File: src/rtl/bch_dec_ctrl.sv
// Frame sequencer for the BCH decoder front end: streams one codeword into the syndrome unit,
// classifies it from the odd syndromes and launches the key-equation solver only when needed.
module bch_dec_ctrl #(
  parameter int unsigned SYN_TIMEOUT = 256
) (
  input  logic       i_clk,
  input  logic       i_rst_n,
  input  logic       i_start,
  input  logic [1:0] i_code,
  input  logic       i_in_valid,
  input  logic [7:0] i_in_data,
  output logic       o_in_ready,
  output logic [1:0] o_syn_code,
  output logic       o_syn_clear_and_wen,
  output logic       o_syn_wen,
  output logic [7:0] o_syn_data,
  input  logic       i_syn_odd_valid,
  input  logic       i_syn_all_valid,
  input  logic [9:0] i_syn_S1,
  input  logic [9:0] i_syn_S3,
  input  logic [9:0] i_syn_S5,
  input  logic [9:0] i_syn_S7,
  output logic       o_kes_start,
  input  logic       i_kes_done,
  output logic       o_busy,
  output logic       o_done,
  output logic       o_err_flag,
  output logic       o_timeout,
  output logic       o_cfg_err
);

  localparam int unsigned TmoW = $clog2(SYN_TIMEOUT + 1);

  typedef enum logic [2:0] {
    StIdle, StLoad, StWaitOdd, StWaitAll, StKes, StDone
  } state_e;

  state_e          state_q, state_d;
  logic [6:0]      byte_cnt_q, byte_cnt_d;
  logic [TmoW-1:0] tmo_q, tmo_d;
  logic            clean_q, clean_d;
  logic [1:0]      code_d;
  logic            err_d, timeout_d, cfg_err_d, kes_start_d, done_d;
  logic [6:0]      last_idx;
  logic            odd_clean, take, tmo_hit;

  always_comb begin
    unique case (o_syn_code)
      2'b00:   last_idx = 7'd7;
      2'b01:   last_idx = 7'd31;
      default: last_idx = 7'd127;
    endcase
  end

  // S5/S7 only carry information for the 1023/983 code.
  assign odd_clean = (i_syn_S1 == '0) && (i_syn_S3 == '0) &&
                     ((o_syn_code != 2'b10) || ((i_syn_S5 == '0) && (i_syn_S7 == '0)));
  assign take      = (state_q == StLoad) && i_in_valid;
  assign tmo_hit   = (tmo_q == TmoW'(SYN_TIMEOUT - 1));

  always_comb begin
    state_d     = state_q;
    byte_cnt_d  = byte_cnt_q;
    tmo_d       = tmo_q;
    clean_d     = clean_q;
    code_d      = o_syn_code;
    err_d       = o_err_flag;
    timeout_d   = o_timeout;
    cfg_err_d   = o_cfg_err;
    kes_start_d = 1'b0;
    done_d      = 1'b0;
    unique case (state_q)
      StIdle: begin
        if (i_start) begin
          code_d     = i_code;
          err_d      = 1'b0;
          timeout_d  = 1'b0;
          cfg_err_d  = 1'b0;
          byte_cnt_d = '0;
          if (i_code == 2'b11) begin
            cfg_err_d = 1'b1;
            state_d   = StDone;
          end else begin
            state_d = StLoad;
          end
        end
      end
      StLoad: begin
        if (take) begin
          if (byte_cnt_q == last_idx) begin
            state_d = StWaitOdd;
            tmo_d   = '0;
          end else begin
            byte_cnt_d = byte_cnt_q + 7'd1;
          end
        end
      end
      StWaitOdd, StWaitAll: begin
        tmo_d = tmo_q + 1'b1;
        if ((state_q == StWaitOdd) && i_syn_odd_valid) begin
          clean_d = odd_clean;
          state_d = StWaitAll;
        end
        // An all-valid in the same cycle as odd-valid resolves with the fresh verdict.
        if (i_syn_all_valid && ((state_q == StWaitAll) || i_syn_odd_valid)) begin
          if (clean_d) begin
            err_d   = 1'b0;
            state_d = StDone;
          end else begin
            kes_start_d = 1'b1;
            err_d       = 1'b1;
            tmo_d       = '0;
            state_d     = StKes;
          end
        end else if (!((state_q == StWaitOdd) && i_syn_odd_valid) && tmo_hit) begin
          timeout_d = 1'b1;
          state_d   = StDone;
        end
      end
      StKes: begin
        tmo_d = tmo_q + 1'b1;
        if (i_kes_done) begin
          state_d = StDone;
        end else if (tmo_hit) begin
          timeout_d = 1'b1;
          state_d   = StDone;
        end
      end
      StDone: begin
        done_d  = 1'b1;
        state_d = StIdle;
      end
      default: state_d = StIdle;
    endcase
  end

  always_ff @(posedge i_clk or negedge i_rst_n) begin
    if (!i_rst_n) begin
      state_q             <= StIdle;
      byte_cnt_q          <= '0;
      tmo_q               <= '0;
      clean_q             <= 1'b0;
      o_syn_code          <= 2'b00;
      o_syn_data          <= 8'h00;
      o_syn_wen           <= 1'b0;
      o_syn_clear_and_wen <= 1'b0;
      o_in_ready          <= 1'b0;
      o_busy              <= 1'b0;
      o_kes_start         <= 1'b0;
      o_done              <= 1'b0;
      o_err_flag          <= 1'b0;
      o_timeout           <= 1'b0;
      o_cfg_err           <= 1'b0;
    end else begin
      state_q             <= state_d;
      byte_cnt_q          <= byte_cnt_d;
      tmo_q               <= tmo_d;
      clean_q             <= clean_d;
      o_syn_code          <= code_d;
      o_syn_wen           <= take;
      o_syn_clear_and_wen <= take && (byte_cnt_q == 7'd0);
      if (take) o_syn_data <= i_in_data;
      o_in_ready          <= (state_d == StLoad);
      o_busy              <= (state_d != StIdle);
      o_kes_start         <= kes_start_d;
      o_done              <= done_d;
      o_err_flag          <= err_d;
      o_timeout           <= timeout_d;
      o_cfg_err           <= cfg_err_d;
    end
  end

endmodule
File: config.mk
export PLATFORM = sky130hd
export DESIGN_NAME = bch_dec_ctrl
export DESIGN_NICKNAME = d
export VERILOG_FILES = /design/src/rtl/bch_dec_ctrl.sv
export SDC_FILE = /design/constraint.sdc
export NUM_CORES = 1
export LEC_CHECK = 0
export ABC_AREA = 1
export BUFFER_PORTS_ARGS = -buffer_cell sky130_fd_sc_hd__buf_2
export CORE_UTILIZATION = 50
export CTS_CLUSTER_DIAMETER = 60
export CTS_CLUSTER_SIZE = 30
export DETAILED_ROUTE_END_ITERATION = 7
export PLACE_DENSITY = 0.8
export SLEW_MARGIN = 20
export SYNTH_ARGS = -nofsm -noshare
export SYNTH_HDL_FRONTEND = slang
export SYNTH_SLANG_ARGS = --single-unit
File: constraint.sdc
create_clock -name i_clk -period 2.6 [get_ports i_clk]
set_input_delay 0.26 -clock i_clk [delete_from_list [all_inputs] [get_ports i_clk]]
set_output_delay 0.26 -clock i_clk [all_outputs]
set_load 0.005 [all_outputs]
Word level (Yosys, flattened, before mapping):

Index checks and enable logic that the tools add are counted.

* output and inout port bits: 19
* bits in registers: 39
* logic and storage cells: 102
* input bits: 57

* $add $sub $neg: 2
* equality and inequality tests: 20
* reductions and logical operators: 29
* mux-type cells: 36

Operator list (count)
* zero test 10 bit: 4
* 2-to-1 mux 9 bit: 4
* case mux 7 bit (2 select lines): 2
* 2-to-1 mux 3 bit: 9
* case mux 9 bit (3 select lines): 1
* 2-to-1 mux 7 bit: 3
* inequality test 2 bit, second input constant: 9
* 2-to-1 mux 1 bit: 14
* case mux 3 bit (4 select lines): 1
* adder 9 x 1 -> 9 bit, second input constant: 1
* == test 9 x 8 -> 1 bit, second input constant: 1
* nonzero test 3 bit: 3
* logical AND 1 bit: 8
* adder 7 x 1 -> 7 bit, second input constant: 1
* == test 7 bit: 1
* zero test 7 bit: 1
* == test 3 x 1 -> 1 bit, second input constant: 2
* == test 3 x 2 -> 1 bit, second input constant: 2
* == test 3 bit, second input constant: 2
* AND reduction 3 bit: 2
* AND reduction 6 bit: 1
* AND reduction 4 bit: 1
* nonzero test 2 bit: 2
* zero test 3 bit: 1
* other kinds (10): 11

Longest topological paths before layout:

* word-level depth: 10
* gate-level depth with buffers: 13
* gate-level depth less buffers: 12

Worst setup path before layout:

No wires, ideal clock.

* kind: register to register
* start point: register tmo_q[0]
* end point: register o_in_ready
* setup slack: 825 ps
* data arrival time: 1650 ps
* required time: 2475 ps
* path buffers: 0
* period minus slack after synthesis: 1775 ps
* stages on the path, launching flop included: 13
* library setup time: 125 ps
* cell sequence: dfrtp_1 -> ha_1 -> nand3_1 -> nor3_1 -> nand2_1 -> nor2_1 -> ha_1 -> nand2_1 -> nand3_1 -> nand2_1 -> nand3_1 -> nor2_1 -> a21boi_2

* longest elaborated chain between the ends: 6
* elaborated cells on any way between the ends: 8
* those cells by class: 2 x eq/ne; 5 x mux; 1 x reduce/logical

Ends and longest elaborated chain
* start, declared: line 40 `logic [TmoW-1:0] tmo_q, tmo_d;`
* start signal, assigned: line 157 `tmo_q <= tmo_d;`
* == test 9 x 8 -> 1 bit *: line 59 `assign tmo_hit = (tmo_q == TmoW'(SYN_TIMEOUT - 1));`
* logical AND 1 bit: line 115 `end else if (!((state_q == StWaitOdd) && i_syn_odd_valid) && tmo_hit) begin`
* 2-to-1 mux 3 bit: line 115
* 2-to-1 mux 3 bit: line 105 `if (i_syn_all_valid && ((state_q == StWaitAll) || i_syn_odd_valid)) begin`
* case mux 3 bit (4 select lines) *: line 72 `unique case (state_q)`
* via state_d[2]: line 38 `state_e state_q, state_d;`
* == test 3 x 1 -> 1 bit *: line 163 `o_in_ready <= (state_d == StLoad);`
* end signal, assigned: line 163
* end, declared: line 12 `output logic o_in_ready,`

The timed path passes the listed nets; every way through them passes the cells marked *.
A chain may end at the register's enable or synchronous reset.

Worst setup path after layout:

Same ends and word-level chain as after synthesis.

==> run summary <==
Counting buffers and inverters, the worst setup path is 12 cells deep. The number of antenna violations at the first check in global routing was 0. For this run the aggregate overflow at the end of global routing stands at 0. The count of buffers added on input and output ports is 75.

The data required time at the worst endpoint is 2.77 ns. The worst reg2reg path endpoint is o_in_ready. The width of the die is 68.3 microns, and the worst slew margin relative to its limit is 0.436.

The tools report the antenna diode count as 0. The number of iterations in the first detailed-routing pass is 4. In this run the worst setup path begins at tmo_q[0]. For the number of nets in the layout, the log shows 438.

In this design, the largest share of critical-path delay is due to simple AND/OR/NAND/NOR gates. The top cell types in the final layout, fill and taps aside, are sky130_fd_sc_hd__nand2_1 (90), sky130_fd_sc_hd__buf_2 (75), sky130_fd_sc_hd__nor2_1 (43). TritonCTS built the clock tree. The length in cells of the worst reg-to-reg path is 12, and the area of the placeable core is 4120 sq um. The number of nets in the synthesized netlist is 359. Derived from the worst setup path, the maximum achievable clock frequency is 0.505 GHz.

The area used by multi-input combinational logic is 1030 sq um, and the maximum single-stage delay on the critical path is 0.39 ns. The number of clock buffers added by TritonCTS is 5. The library cell used most frequently in the layout, excluding fill and tap cells, is sky130_fd_sc_hd__nand2_1. The count of fill cells added during filler insertion came out at 360. The H-tree was split into 2 levels. The run gives 0 as the final-report hold violation count. Detailed placement finished with a half-perimeter wire length of 3660 microns. The longest clock path from root to sink contains 2 buffers. In this run the worst path has a maximum fanout of 4. The die covers 4670 sq um.

The count of nets left with antenna violations once routing finished came out at 0. In the routed layout, each cell is associated on average with a via count of 4.85. The startpoint identified for the worst register-to-register timing path is tmo_q[0].

The tightest hold path in the finished design has a slack of 0.0641 ns. In this run the static leakage power is 1.55 nW. Setup repair after global routing left no endpoint under its margin. The worst path meets setup with 0.619 ns of slack.

The area overhead of the layout relative to synthesis is 24.0%, and the post-detailed-route wirelength per cell is 11.2 microns. The endpoint arrival time on the critical path is 2.15 ns, and the number of enable-type register cells in the synthesized netlist is 0. The synthesized netlist contains 30 unique library cells. For the total of cells resized after clock tree synthesis, the log shows 0. The logs give 120 for the detailed router's first-iteration violation count and 76 for the number of top-level design ports. The start-to-end type of the worst setup path is register to register. For the share of the core filled with cells in the final layout, the log shows 0.663. For the number of setup violations in the final report, the log shows 0. The global router's overall resource usage is 0.235.

On the final layout, the worst clock skew is 0.00967 ns. The root buffer cell was sky130_fd_sc_hd__clkbuf_8. The kind of launch point of the worst setup path is a register. In the routed design, unresolved DRC markers number 0. Row generation in the floorplan step produced 23 rows.

The flow ran to the end, and the final reports show no timing, DRC or antenna violations. After technology mapping, the gate count stands at 298. Counting every sink on the clock net gives 39. The worst setup path is captured at a register. The share of post-route cells with drive strength above 1 is 0.283. On the critical path, the stage with the largest delay is an instance of sky130_fd_sc_hd__dfrtp_1. Max capacitance violation total: 0. The signal on the critical path passes through ha_1 -> nand3_1 -> nor3_1 -> nand2_1 -> nor2_1 -> ha_1 -> nand2_1 -> nand3_1 -> nand2_1 -> nand3_1 -> nor2_1 -> a21boi_2. In the final layout, flip-flops and latches occupy 976 sq um. The post-CTS clock slew at the launch and capture registers of the worst setup and hold paths was 0.08 ns.

The final-report max-slew violation count came out at 0. In this run the cell area of the synthesized design comes to 2200 sq um. For this run, the number of Yosys warnings is 0.

The period utilization is 0.762. The pin count of the biggest net entering global routing is 40, and the source-to-sink clock delay at the later pin of the worst-skew pair is 0.29 ns. IR analysis of the VDD net gives a maximum drop of 0.000611 V. The tools report the number of setup buffers added after CTS as 0.

The total of flip-flops plus latches after synthesis came out at 39. The transition time of the tightest slew-check pin is 0.845 ns, and the routed via count is 2,075. The global-route wire length before repair came out at 8130 microns.

The type of the worst min-delay path was input pin to asynchronous set/reset pin. Flip-flop cell with the highest count after synthesis: sky130_fd_sc_hd__dfrtp_1. The via count of the first global-routing pass was 2,032. Final estimated routing congestion in global placement: 0.859. Share of the yosys chip area belonging to registers: 0.443. The setup check on the worst reg-to-reg path leaves a slack of 0.62 ns.

The logs give 0.535 for the starting utilization of the core area and 0 ns for the aggregate negative setup slack. The routed design has 4780 microns of wire. The async set or reset register ratio after synthesis is 1.00. The post-cts hold buffer count is 0. The number of buffers and inverters on the critical path came out at 0. The power per standard cell area was 787 nW/um^2; the worst slack at placement was 0.630 ns.

After synthesis, the mean cell area works out to 7.39 sq um. The height of the die is 68.3 microns. The tools report the critical path capture point as o_in_ready. The post-route minimum period came out at 1.98 ns.
==> report_power, final <==
part           switching, mW  total (mW)  internal (mW)
registers              0.107       0.875          0.768
logic                  0.480       0.774          0.294
clock network          0.215       0.500          0.286
total                  0.801        2.15           1.35
==> Yosys cell counts (2+ instances only) <==
| library cell | number | area [sq um] |
|---|---|---|
| sky130_fd_sc_hd__o21ai_0 | 8 | 40.0 |
| sky130_fd_sc_hd__nor2_1 | 43 | 161 |
| sky130_fd_sc_hd__buf_4 | 3 | 22.5 |
| sky130_fd_sc_hd__nor2_4 | 3 | 33.8 |
| sky130_fd_sc_hd__inv_2 | 6 | 22.5 |
| sky130_fd_sc_hd__nand4_1 | 9 | 56.3 |
| sky130_fd_sc_hd__a21oi_1 | 3 | 15.0 |
| sky130_fd_sc_hd__nand2_1 | 90 | 338 |
| sky130_fd_sc_hd__nand3_1 | 21 | 105 |
| sky130_fd_sc_hd__xor2_1 | 3 | 26.3 |
| sky130_fd_sc_hd__o21ai_1 | 2 | 10.0 |
| sky130_fd_sc_hd__dfrtp_1 | 39 | 976 |
| sky130_fd_sc_hd__nand3_2 | 2 | 20.0 |
| sky130_fd_sc_hd__ha_1 | 4 | 50.1 |
| sky130_fd_sc_hd__nand2_2 | 7 | 43.8 |
| sky130_fd_sc_hd__nor3_1 | 5 | 25.0 |
| sky130_fd_sc_hd__inv_1 | 37 | 139 |
==> worst register-to-register path, cell delays in order, from the launching register on <==
cell                       delay, ns
sky130_fd_sc_hd__dfrtp_1        0.39
sky130_fd_sc_hd__ha_1           0.20
sky130_fd_sc_hd__nand3_1        0.09
sky130_fd_sc_hd__nor3_1         0.26
sky130_fd_sc_hd__nand2_1        0.08
sky130_fd_sc_hd__nor2_1         0.10
sky130_fd_sc_hd__ha_1           0.19
sky130_fd_sc_hd__nand2_1        0.10
sky130_fd_sc_hd__nand3_1        0.09
sky130_fd_sc_hd__nand2_1        0.05
sky130_fd_sc_hd__nand3_1        0.09
sky130_fd_sc_hd__nor2_1         0.07
sky130_fd_sc_hd__a21boi_2       0.15
==> logic make-up (layout without fill, tap and decap cells) <==
| kind of cell | count (synthesis) | after routing | share of synthesized area |
|---|---|---|---|
| compound gates | 17 | 17 | 0.0443 |
| flops | 39 | 39 | 0.443 |
| xor+xnor | 3 | 3 | 0.0119 |
| buf+inv | 48 | 128 | 0.0881 |
| fa+ha+maj | 4 | 4 | 0.0227 |
| simple gates | 187 | 187 | 0.389 |
==> state kept, by name, indices dropped and copies added (netlist names) <==
register and flops:
state_q 3, o_syn_wen 1, o_in_ready 1, o_busy 1
byte_cnt_q 7, o_syn_code 2, o_cfg_err 1, o_kes_start 1
o_syn_data 8, o_done 1, clean_q 1, o_err_flag 1
o_timeout 1, tmo_q 9, o_syn_clear_and_wen 1
==> metal layers <==
metal	track usage	up-vias	wire, microns
met5	0	-	0
met4	0.104	0	94
met3	0.0633	10	214
met2	0.415	56	2330
met1	0.261	924	2140
li1	-	1085	-
==> per-stage QoR <==
stage	cell area (sq um)	instances	power, mW
3_3_place_gp	2620	420	1.63
4_1_cts	2730	428	2.17
6_report	2730	428	2.15
3_5_place_dp	2620	420	1.66
2_1_floorplan	2200	298	1.39
5_1_grt	2730	428	2.32
==> final cells by class <==
cell class | instances | area share
Sequential cell | 39 | 0.358
Clock inverter | 3 | 0.0160
Timing Repair Buffer | 75 | 0.138
Inverter | 45 | 0.0628
Multi-Input combinational cell | 211 | 0.378
Tap cell | 50 | 0.0229
Clock buffer | 5 | 0.0252
==> worst min-delay path by stage <==
stage,start,end,slack (ns)
floorplan,i_rst_n,byte_cnt_q[0],-0.04
global placement,i_rst_n,o_err_flag,0.41
detailed placement,i_rst_n,o_done,0.41
CTS,i_rst_n,tmo_q[4],0.1
global route,i_rst_n,tmo_q[4],0.14
finish,i_rst_n,o_kes_start,0.06
Power figures use the tool's default switching activity.
